$ cat src/rtl/rec_play_pkg.sv
// Shared types and constants for the record/playback sequencer and the SRAM bridge.
package rec_play_pkg;

    localparam int DEF_ADDR_W = 18;
    localparam int DEF_DATA_W = 16;

    typedef enum logic [2:0] {
        S_IDLE,
        S_REC_WAIT,
        S_REC_WR,
        S_PLAY_WAIT,
        S_PLAY_RD,
        S_PAUSE
    } seq_state_t;

    typedef enum logic [1:0] {
        MODE_IDLE   = 2'b00,
        MODE_REC    = 2'b01,
        MODE_PLAY   = 2'b10,
        MODE_PAUSED = 2'b11
    } seq_mode_t;

    function automatic seq_mode_t state_mode(input seq_state_t s);
        case (s)
            S_REC_WAIT, S_REC_WR:   return MODE_REC;
            S_PLAY_WAIT, S_PLAY_RD: return MODE_PLAY;
            S_PAUSE:                return MODE_PAUSED;
            default:                return MODE_IDLE;
        endcase
    endfunction

endpackage

$ cat src/rtl/rec_play_seq_if.sv
// Request/response bus between the sequencer (master) and the SRAM bridge (slave).
interface rec_play_seq_if #(
    parameter int ADDR_W = rec_play_pkg::DEF_ADDR_W,
    parameter int DATA_W = rec_play_pkg::DEF_DATA_W
);
    logic [ADDR_W-1:0] mem_addr;
    logic              mem_read;
    logic              mem_write;
    logic [DATA_W-1:0] mem_wdata;
    logic [DATA_W-1:0] mem_rdata;

    modport master (output mem_addr, mem_read, mem_write, mem_wdata, input mem_rdata);
    modport slave  (input mem_addr, mem_read, mem_write, mem_wdata, output mem_rdata);
endinterface

$ cat src/rtl/rec_play_seq_acc_timer.sv
// Loadable down-counter timing one memory access; last marks the final strobe cycle.
module acc_timer #(
    parameter int CNT_W = 2
) (
    input  logic             clk,
    input  logic             reset,
    input  logic             load,
    input  logic [CNT_W-1:0] load_val,
    output logic             last
);
    logic [CNT_W-1:0] cnt;

    always_ff @(posedge clk or posedge reset) begin
        if (reset) begin
            cnt <= '0;
        end else if (load) begin
            cnt <= load_val;
        end else if (cnt != '0) begin
            cnt <= cnt - 1'b1;
        end
    end

    assign last = (cnt == CNT_W'(1));
endmodule

$ cat src/rtl/rec_play_seq.sv
// Record/playback sequencer: codec samples to consecutive SRAM words and back.
//   state       | meaning
//   S_IDLE      | no activity, waiting for start_rec / start_play
//   S_REC_WAIT  | recording, waiting for a codec sample
//   S_REC_WR    | write strobe active for ACC_CYC cycles
//   S_PLAY_WAIT | playing, waiting for a DAC request
//   S_PLAY_RD   | read strobe active for ACC_CYC cycles
//   S_PAUSE     | paused; from_play selects the wait state to resume
module rec_play_seq import rec_play_pkg::*; #(
    parameter int ADDR_W  = DEF_ADDR_W,
    parameter int DATA_W  = DEF_DATA_W,
    parameter int ACC_CYC = 2,
    parameter int LOOP    = 0
) (
    input  logic              clk,
    input  logic              reset,
    input  logic              start_rec,
    input  logic              start_play,
    input  logic              stop,
    input  logic              pause,
    input  logic              smp_valid,
    input  logic [DATA_W-1:0] smp_in,
    input  logic              smp_req,
    output logic [DATA_W-1:0] smp_out,
    output logic              smp_out_valid,
    rec_play_seq_if.master    mem,
    output logic [ADDR_W:0]   rec_len,
    output logic [1:0]        mode,
    output logic              overrun
);
    localparam int CNT_W = $clog2(ACC_CYC + 1);

    seq_state_t state, state_nxt;
    logic from_play, from_play_nxt;
    logic pend_stop, pend_stop_nxt, pend_pause, pend_pause_nxt;
    logic acc_start, acc_last;
    logic rec_clr, play_clr, wr_start, rd_start, wr_done, rd_done, drop, wrap;
    logic is_rd, full, at_end;
    logic [ADDR_W:0] addr_ext;

    assign addr_ext = {1'b0, mem.mem_addr} + 1'b1;
    assign full     = &mem.mem_addr;
    assign at_end   = (addr_ext == rec_len);
    assign is_rd    = (state == S_PLAY_RD);

    acc_timer #(.CNT_W(CNT_W)) u_acc_timer (
        .clk      (clk),
        .reset    (reset),
        .load     (acc_start),
        .load_val (CNT_W'(ACC_CYC)),
        .last     (acc_last)
    );

    always_ff @(posedge clk or posedge reset) begin
        if (reset) begin
            state      <= S_IDLE;
            from_play  <= 1'b0;
            pend_stop  <= 1'b0;
            pend_pause <= 1'b0;
        end else begin
            state      <= state_nxt;
            from_play  <= from_play_nxt;
            pend_stop  <= pend_stop_nxt;
            pend_pause <= pend_pause_nxt;
        end
    end

    always_comb begin
        state_nxt      = state;
        from_play_nxt  = from_play;
        pend_stop_nxt  = pend_stop;
        pend_pause_nxt = pend_pause;
        acc_start      = 1'b0;
        rec_clr        = 1'b0;
        play_clr       = 1'b0;
        wr_start       = 1'b0;
        rd_start       = 1'b0;
        wr_done        = 1'b0;
        rd_done        = 1'b0;
        drop           = 1'b0;
        wrap           = 1'b0;
        case (state)
            S_IDLE: begin
                // stop and pause outrank the start commands even though they do nothing here
                if (!stop && !pause) begin
                    if (start_rec) begin
                        rec_clr   = 1'b1;
                        state_nxt = S_REC_WAIT;
                    end else if (start_play && rec_len != '0) begin
                        play_clr  = 1'b1;
                        state_nxt = S_PLAY_WAIT;
                    end
                end
            end
            S_REC_WAIT: begin
                if (stop) begin
                    state_nxt = S_IDLE;
                end else if (pause) begin
                    from_play_nxt = 1'b0;
                    state_nxt     = S_PAUSE;
                end else if (smp_valid) begin
                    wr_start  = 1'b1;
                    acc_start = 1'b1;
                    state_nxt = S_REC_WR;
                end
            end
            S_PLAY_WAIT: begin
                if (stop) begin
                    state_nxt = S_IDLE;
                end else if (pause) begin
                    from_play_nxt = 1'b1;
                    state_nxt     = S_PAUSE;
                end else if (smp_req) begin
                    rd_start  = 1'b1;
                    acc_start = 1'b1;
                    state_nxt = S_PLAY_RD;
                end
            end
            S_PAUSE: begin
                if (stop) begin
                    state_nxt = S_IDLE;
                end else if (pause) begin
                    state_nxt = from_play ? S_PLAY_WAIT : S_REC_WAIT;
                end
            end
            S_REC_WR, S_PLAY_RD: begin
                drop = is_rd ? smp_req : smp_valid;
                if (stop)  pend_stop_nxt  = 1'b1;
                if (pause) pend_pause_nxt = 1'b1;
                if (acc_last) begin
                    pend_stop_nxt  = 1'b0;
                    pend_pause_nxt = 1'b0;
                    from_play_nxt  = is_rd;
                    wr_done        = !is_rd;
                    rd_done        = is_rd;
                    wrap           = is_rd && at_end && (LOOP != 0);
                    if (pend_stop || stop) begin
                        state_nxt = S_IDLE;
                    end else if ((!is_rd && full) || (is_rd && at_end && LOOP == 0)) begin
                        state_nxt = S_IDLE;
                    end else if (pend_pause || pause) begin
                        state_nxt = S_PAUSE;
                    end else begin
                        state_nxt = is_rd ? S_PLAY_WAIT : S_REC_WAIT;
                    end
                end
            end
            default: state_nxt = S_IDLE;
        endcase
    end

    always_ff @(posedge clk or posedge reset) begin
        if (reset) begin
            mem.mem_addr  <= '0;
            mem.mem_read  <= 1'b0;
            mem.mem_write <= 1'b0;
            mem.mem_wdata <= '0;
            smp_out       <= '0;
            smp_out_valid <= 1'b0;
            rec_len       <= '0;
            mode          <= MODE_IDLE;
            overrun       <= 1'b0;
        end else begin
            mode          <= state_mode(state_nxt);
            smp_out_valid <= rd_done;
            if (rec_clr) begin
                mem.mem_addr <= '0;
                rec_len      <= '0;
                overrun      <= 1'b0;
            end
            if (play_clr) begin
                mem.mem_addr <= '0;
                overrun      <= 1'b0;
            end
            if (drop) overrun <= 1'b1;
            if (wr_start) begin
                mem.mem_wdata <= smp_in;
                mem.mem_write <= 1'b1;
            end
            if (rd_start) mem.mem_read <= 1'b1;
            // rec_len only moves once the full write strobe has completed
            if (wr_done) begin
                mem.mem_write <= 1'b0;
                rec_len       <= addr_ext;
                mem.mem_addr  <= addr_ext[ADDR_W-1:0];
            end
            if (rd_done) begin
                mem.mem_read <= 1'b0;
                smp_out      <= mem.mem_rdata;
                mem.mem_addr <= wrap ? '0 : addr_ext[ADDR_W-1:0];
            end
        end
    end
endmodule

$ cat src/flat_wrapper.sv
// flat-port wrapper written by rule: the top's interface ports become plain ports
module rec_play_seq_flat import rec_play_pkg::*;
#(
    parameter int ADDR_W  = DEF_ADDR_W,
    parameter int DATA_W  = DEF_DATA_W,
    parameter int ACC_CYC = 2,
    parameter int LOOP    = 0
)
  (clk, reset, start_rec, start_play, stop, pause, smp_valid, smp_in, smp_req, smp_out, smp_out_valid, rec_len, mode, overrun, mem_mem_addr, mem_mem_read, mem_mem_write, mem_mem_wdata, mem_mem_rdata);
  rec_play_seq_if #(.ADDR_W(ADDR_W), .DATA_W(DATA_W)) mem_i ();
  input  logic clk;
  input  logic reset;
  input  logic start_rec;
  input  logic start_play;
  input  logic stop;
  input  logic pause;
  input  logic smp_valid;
  input  logic [DATA_W-1:0] smp_in;
  input  logic smp_req;
  output logic [DATA_W-1:0] smp_out;
  output logic smp_out_valid;
  output logic [ADDR_W:0] rec_len;
  output logic [1:0] mode;
  output logic overrun;
  output wire logic [$bits(mem_i.mem_addr)-1:0] mem_mem_addr;
  output wire logic [$bits(mem_i.mem_read)-1:0] mem_mem_read;
  output wire logic [$bits(mem_i.mem_write)-1:0] mem_mem_write;
  output wire logic [$bits(mem_i.mem_wdata)-1:0] mem_mem_wdata;
  input wire logic [$bits(mem_i.mem_rdata)-1:0] mem_mem_rdata;
  assign mem_mem_addr = mem_i.mem_addr;
  assign mem_mem_read = mem_i.mem_read;
  assign mem_mem_write = mem_i.mem_write;
  assign mem_mem_wdata = mem_i.mem_wdata;
  assign mem_i.mem_rdata = mem_mem_rdata;
  rec_play_seq #(.ADDR_W(ADDR_W), .DATA_W(DATA_W), .ACC_CYC(ACC_CYC), .LOOP(LOOP)) u_core (.clk(clk), .reset(reset), .start_rec(start_rec), .start_play(start_play), .stop(stop), .pause(pause), .smp_valid(smp_valid), .smp_in(smp_in), .smp_req(smp_req), .smp_out(smp_out), .smp_out_valid(smp_out_valid), .mem(mem_i), .rec_len(rec_len), .mode(mode), .overrun(overrun));
endmodule
$ cat config.mk
export PLATFORM = sky130hd
export DESIGN_NAME = rec_play_seq_flat
export DESIGN_NICKNAME = d
export VERILOG_FILES = /design/src/rtl/rec_play_pkg.sv /design/src/rtl/rec_play_seq_if.sv /design/src/rtl/rec_play_seq_acc_timer.sv /design/src/rtl/rec_play_seq.sv /design/src/flat_wrapper.sv
export SDC_FILE = /design/constraint.sdc
export NUM_CORES = 1
export LEC_CHECK = 0
export CAP_MARGIN = 30
export CORE_MARGIN = 1
export CORE_UTILIZATION = 53
export DETAILED_ROUTE_END_ITERATION = 10
export GPL_TIMING_DRIVEN = 1
export HOLD_SLACK_MARGIN = 0.08
export PLACE_DENSITY = 0.86
export SYNTH_ARGS = -nofsm -noshare
export SYNTH_HDL_FRONTEND = slang
export SYNTH_SLANG_ARGS = --single-unit
$ cat constraint.sdc
create_clock -name clk -period 6.69 [get_ports clk]
set_clock_uncertainty 0.05 [all_clocks]
set_input_delay 1.338 -clock clk [delete_from_list [all_inputs] [get_ports clk]]
set_output_delay 1.338 -clock clk [all_outputs]
set_load 0.005 [all_outputs]
Word-level counts from Yosys, hierarchy flattened --
Cells that the tools add are included.
Storage, ports and cells: register bits after elaboration 83, input port bits 40, word-level logic and storage cells 127, output and inout port bits 75
Cells by class: reductions and logical operators 29, $add $sub $neg 2, equality and inequality tests 17, mux-type cells 65
Operator list (number):
- 18-bit 2-to-1 mux | 4
- 3-bit 2-to-1 mux | 15
- 19-bit 2-to-1 mux | 2
- 1-bit 2-to-1 mux | 36
- 18-bit by 1-bit adder with 19-bit output (second input constant) | 1
- 19-bit == test | 1
- 19-bit nonzero test | 1
- 18-bit AND reduction | 1
- 3-bit one-hot mux with 5 select lines | 1
- 2-bit nonzero test | 7
- 3-bit by 2-bit == test with 1-bit output (second input constant) | 4
- 3-bit == test (second input constant) | 4
- 2-bit 2-to-1 mux | 4
- 2-bit != test (second input constant) | 4
- 3-bit by 1-bit == test with 1-bit output (second input constant) | 2
- 2-bit one-hot mux with 3 select lines | 1
- 6-bit AND reduction | 1
- 3-bit nonzero test | 2
- 2-bit OR reduction | 3
- 1-bit logical AND | 4
- 2-bit AND reduction | 2
- 4-bit nonzero test | 1
- 1-bit logical NOT | 3
- 3-bit logical NOT | 1
- 6 further kinds | 8

Logic depth before layout (Yosys ltp) --
word-level depth 11, gate-level depth with buffers 11, gate-level depth less buffers 10

Cells and area by module --
From an unflattened synthesis, not the netlist that was laid out.
Second synthesis, totals: cells, all modules 451, area total of the unflattened synthesis 4529.3 sq um
By module, submodules not included:
- rec_play_seq | seq. area each 2026.9 sq um, cells an instance 437, instances 1, area an instance 4389.2 sq um
- acc_timer | seq. area each 50.0 sq um, cells an instance 14, instances 1, area an instance 140.1 sq um

Worst setup path before layout --
Ideal clock, no wire load.
path type input-to-reg, start input stop, end register u_core.mem.mem_addr[8], setup slack 3.510 ns, arrival time 2.996 ns, required time 6.506 ns, library setup time 0.134 ns, stages on the path 9, path buffers 2, cells stage by stage or4_1 -> nor2_1 -> and2_1 -> a31oi_1 -> and2_0 -> clkbuf_1 -> clkbuf_1 -> o21ai_0 -> o31ai_1
On the way: longest elaborated chain between the ends 7, elaborated cells between the ends (all ways) 10, those cells by class mux: 7; reduce/logical: 3
Ends and longest elaborated chain:
- from (decl) | RTL line flat_wrapper.sv:15 | input logic stop;
- 1-bit logical NOT * | RTL line rec_play_seq.sv:85 | if (!stop && !pause) begin
- 1-bit logical AND * | RTL line rec_play_seq.sv:85
- 1-bit 2-to-1 mux | RTL line rec_play_seq.sv:85
- 1-bit 2-to-1 mux | RTL line rec_play_seq.sv:82 | case (state)
- 18-bit 2-to-1 mux | RTL line rec_play_seq.sv:171 | if (play_clr) begin
- 18-bit 2-to-1 mux | RTL line rec_play_seq.sv:182 | if (wr_done) begin
- 18-bit 2-to-1 mux | RTL line rec_play_seq.sv:187 | if (rd_done) begin
- to (signal assigned) | RTL line rec_play_seq.sv:185 | mem.mem_addr <= addr_ext[ADDR_W-1:0];
- to (signal assigned) | RTL line rec_play_seq.sv:190 | mem.mem_addr <= wrap ? '0 : addr_ext[ADDR_W-1:0];
- to (decl) | RTL line rec_play_seq_if.sv:12 | modport master (output mem_addr, mem_read, mem_write, mem_wdata, input mem_rdata);
Every way passes the cells marked *; elsewhere a longest branch is shown, timed or not. A chain may end at the register's enable or synchronous reset.

Worst setup path after layout --
start input stop, end register u_core.mem.mem_addr[11]
The elaborated chain is that of the path after synthesis.

==> results.sh <==
export IMPL_async_flop_share_pct=100
export IMPL_ir_drop_mv=0.283
export IMPL_synth_top_family_by_area="simple AND/OR/NAND/NOR gates"
export IMPL_insertion_delay_ns=0.36
export IMPL_die_x_um=92.5
export IMPL_final_cell_area_mm2=0.00574
export IMPL_clkSinkCount=83
export IMPL_rsz0062_at_grt="no"
export IMPL_grt_pass1_wl_mm=18.6
export IMPL_slew_headroom_pct=39.9
export IMPL_finalMaxSlewViolations=0
export IMPL_grt_pass1_vias=3847
export IMPL_synthSimpleGateAreaFrac_pct=16.9
export IMPL_syn_instance_count=426
export IMPL_finalSetupViolations=0
export IMPL_avgSynthCellArea_um2=10.2
export IMPL_synth_mux_area_fraction_pct=8.29
export IMPL_critical_path_top_delay_family="simple AND/OR/NAND/NOR gates"
export IMPL_track_usage_pct=28.0
export IMPL_synth_most_common_cell="dfrtp_1"
export IMPL_cap_violations=0
export IMPL_seq_area_mm2=0.00208
export IMPL_synthTopCellsByCount="dfrtp_1, o21ai_0, nand2_1, mux2_2, nor2_1"
export IMPL_gp_congestion=0.905
export IMPL_slowest_delay_ns=0.53
export IMPL_viasPerCell=5.98
export IMPL_crit_slowest_cell="or4_1"
export IMPL_setup_worst_path_class="input pin to flip-flop"
export IMPL_wl_mm=11.1
export IMPL_synth_nets=469
export IMPL_netlist_area_mm2=0.00434
export IMPL_post_cts_setup_buffer_count=0
export IMPL_dpl_cell_area_mm2=0.00550
export IMPL_initial_core_util_pct=55.6
export IMPL_diodes=0
export IMPL_dr_pass1_iters=5
export IMPL_n_fill_cell=541
export IMPL_leakagePower_nw=2.40
export IMPL_rows=32
export IMPL_htreeDepth=3
export IMPL_cp_max_fo=16
export IMPL_cellPowerDensity_mw_per_mm2=349
export IMPL_io_buffer_count=114
export IMPL_synth_ff_latch_count=83
export IMPL_antenna_found_initial=0
export IMPL_synth_cell_type_count=62
export IMPL_synthFlopType="dfrtp_1"
export IMPL_drc=0
export IMPL_nNetsFinal=567
export IMPL_dp_hpwl_mm=7.94
export IMPL_synthXorXnorAreaFrac_pct=7.26
export IMPL_ys_top_cells_by_area="dfrtp_1, mux2_2, o21ai_0"
export IMPL_crit_arrival_ns=4.17
export IMPL_crit_chain="clkdlybuf4s50_1 > or4_1 > nor2_1 > and2_1 > a31oi_1 > and2_0 > o21ai_0 > o31ai_1"
export IMPL_cts_buffer_depth=2
export IMPL_ys_seq_area_share_pct=47.8
export IMPL_multiInputGateArea_mm2=0.00210
export IMPL_drt_iter0_drc=270
export IMPL_hold_viol_final=0
export IMPL_wl_per_cell_um=17.7
export IMPL_post_route_period_util_pct=59.7
export IMPL_cts_resized_gates=0
export IMPL_startpoint_type="input pin"
export IMPL_core_mm2=0.00781
export IMPL_hp_class="flip-flop to flip-flop"
export IMPL_syn_to_final_growth_pct=32.1
export IMPL_synthAdderAreaFrac_pct=0.864
export IMPL_fmax_mhz=250
export IMPL_ant_nets=0
export IMPL_grt_max_degree=74
export IMPL_numCtsBuffers=9
export IMPL_cts_tree="built"
export IMPL_min_period_ns=4.00
export IMPL_worstPathRequired_ns=6.86
export IMPL_postCtsHoldBufs=0
export IMPL_synth_edf_count=0
export IMPL_boundaryPins=115
export IMPL_yosys_warnings=0
export IMPL_cts_root_buffer="clkbuf_8"
export IMPL_grt_overflow_total=0
export IMPL_dr_total_vias=3774
export IMPL_worst_slew_pin_slew_ns=0.902
export IMPL_yosysTopAreaCell="dfrtp_1"
export IMPL_synth_compound_area_share_pct=15.0
export IMPL_drive_gt1_share_pct=12.3
export IMPL_netlist_area_leader_share_pct=47.8
export IMPL_dieHeight_um=92.5
export IMPL_cts_clk_slew_worst_paths_ns=0.09
export IMPL_cp_num_buf_inv=1
export IMPL_crit_path_end_kind="flip-flop"
export IMPL_totalNegativeSetupSlack_ns=0
export IMPL_status="finished clean"
export IMPL_die_area_mm2=0.00856
-- metal layers --
metal / track usage (%) / up-vias / part of all wire [%]
met5: 0 / - / 0
met4: 14.6 / 0 / 3.3
met3: 6.73 / 30 / 8.5
met2: 45.2 / 201 / 49
met1: 34.8 / 1808 / 39
li1: - / 1735 / -
-- kinds of logic after synthesis --
kind of cell / count (synthesis)
simple gates: 134
compound gates: 102
flops: 83
buf+inv: 41
mux: 32
xor+xnor: 31
fa+ha+maj: 3
-- worst paths after layout --
check,from,end,slack [ns],cells past startpoint
setup / recovery,stop,u_core.mem.mem_addr[11]$_DFFE_PP0P_,2.69,8
hold / removal,u_core.mem.mem_write$_DFFE_PP0P_,u_core.mem.mem_write$_DFFE_PP0P_,0.46,1
setup reg to reg,u_core.mem.mem_addr[0]$_DFFE_PP0P_,u_core.mode[1]$_DFF_PP0_,3.25,9
hold reg to reg,u_core.mem.mem_write$_DFFE_PP0P_,u_core.mem.mem_write$_DFFE_PP0P_,0.46,1
max in group asynchronous,reset,u_core.mem.mem_addr[16]$_DFFE_PP0P_,4.31,3
min in group asynchronous,reset,u_core.smp_out[5]$_DFFE_PP0P_,1.15,2
-- cells in the final DEF (no fill, tap or decap), types with 4 or more instances in the layout --
master,count
clkdlybuf4s50_1,114
dfrtp_1,83
o21ai_0,37
nand2_1,36
mux2_2,32
nor2_1,25
a21oi_1,19
xnor2_1,15
xor2_1,13
o22ai_1,11
and3_1,11
inv_1,9
clkbuf_8,9
nand3_1,8
o31ai_1,8
nand4_1,7
nand2b_1,5
nor4_1,5
or3_1,5
nand3b_1,5
nor3_1,5
a31oi_1,4
-- flip-flops by register name, summed over array words and instances (netlist names) --
| signal | count |
|---|---|
| u_core.mem.mem_read | 1 |
| u_core.pend_stop | 1 |
| u_core.rec_len | 19 |
| u_core.mode | 2 |
| u_core.smp_out_valid | 1 |
| u_core.pend_pause | 1 |
| u_core.mem.mem_write | 1 |
| u_core.overrun | 1 |
| u_core.from_play | 1 |
| u_core.smp_out | 16 |
| u_core.mem.mem_wdata | 16 |
| u_core.state | 3 |
| u_core.u_acc_timer.cnt | 2 |
| u_core.mem.mem_addr | 18 |
-- report_power, final --
part,internal (mW),leakage (nW),total (mW),switching (mW)
Combinational,0.459,1.21,0.809,0.350
Sequential,0.658,1.08,0.788,0.129
Clock,0.213,0.110,0.406,0.193
Total,1.33,2.40,2.00,0.673
-- final cells by class --
class / instances / share of cell area (%)
multi-input combinational: 302 / 36.6
inverter: 11 / 0.741
tap: 102 / 2.22
clock inverter: 7 / 1.72
sequential: 83 / 36.2
clock buffer: 9 / 2.16
timing repair buffer: 117 / 20.4
-- worst reg2reg max path: cells and delay by family (launching register included) --
family | cells | cell delay, ns
simple gates | 4 | 1.39
fa+ha+maj | 1 | 0.37
flops | 1 | 0.53
compound gates | 4 | 1.00
-- metrics by stage --
stage	total power, mW	utilization, %	hold WS, ns	cells	setup slack, ns
2_1_floorplan	1.18	-	0.413	426	3.17
3_3_place_gp	1.57	70.5	0.429	614	2.52
3_5_place_dp	1.60	70.5	0.438	614	2.39
4_1_cts	2.01	73.3	0.462	630	2.77
5_1_grt	2.12	73.5	0.474	631	2.43
6_report	2.00	73.5	0.457	631	2.69
Power figures use the tool's default switching activity.
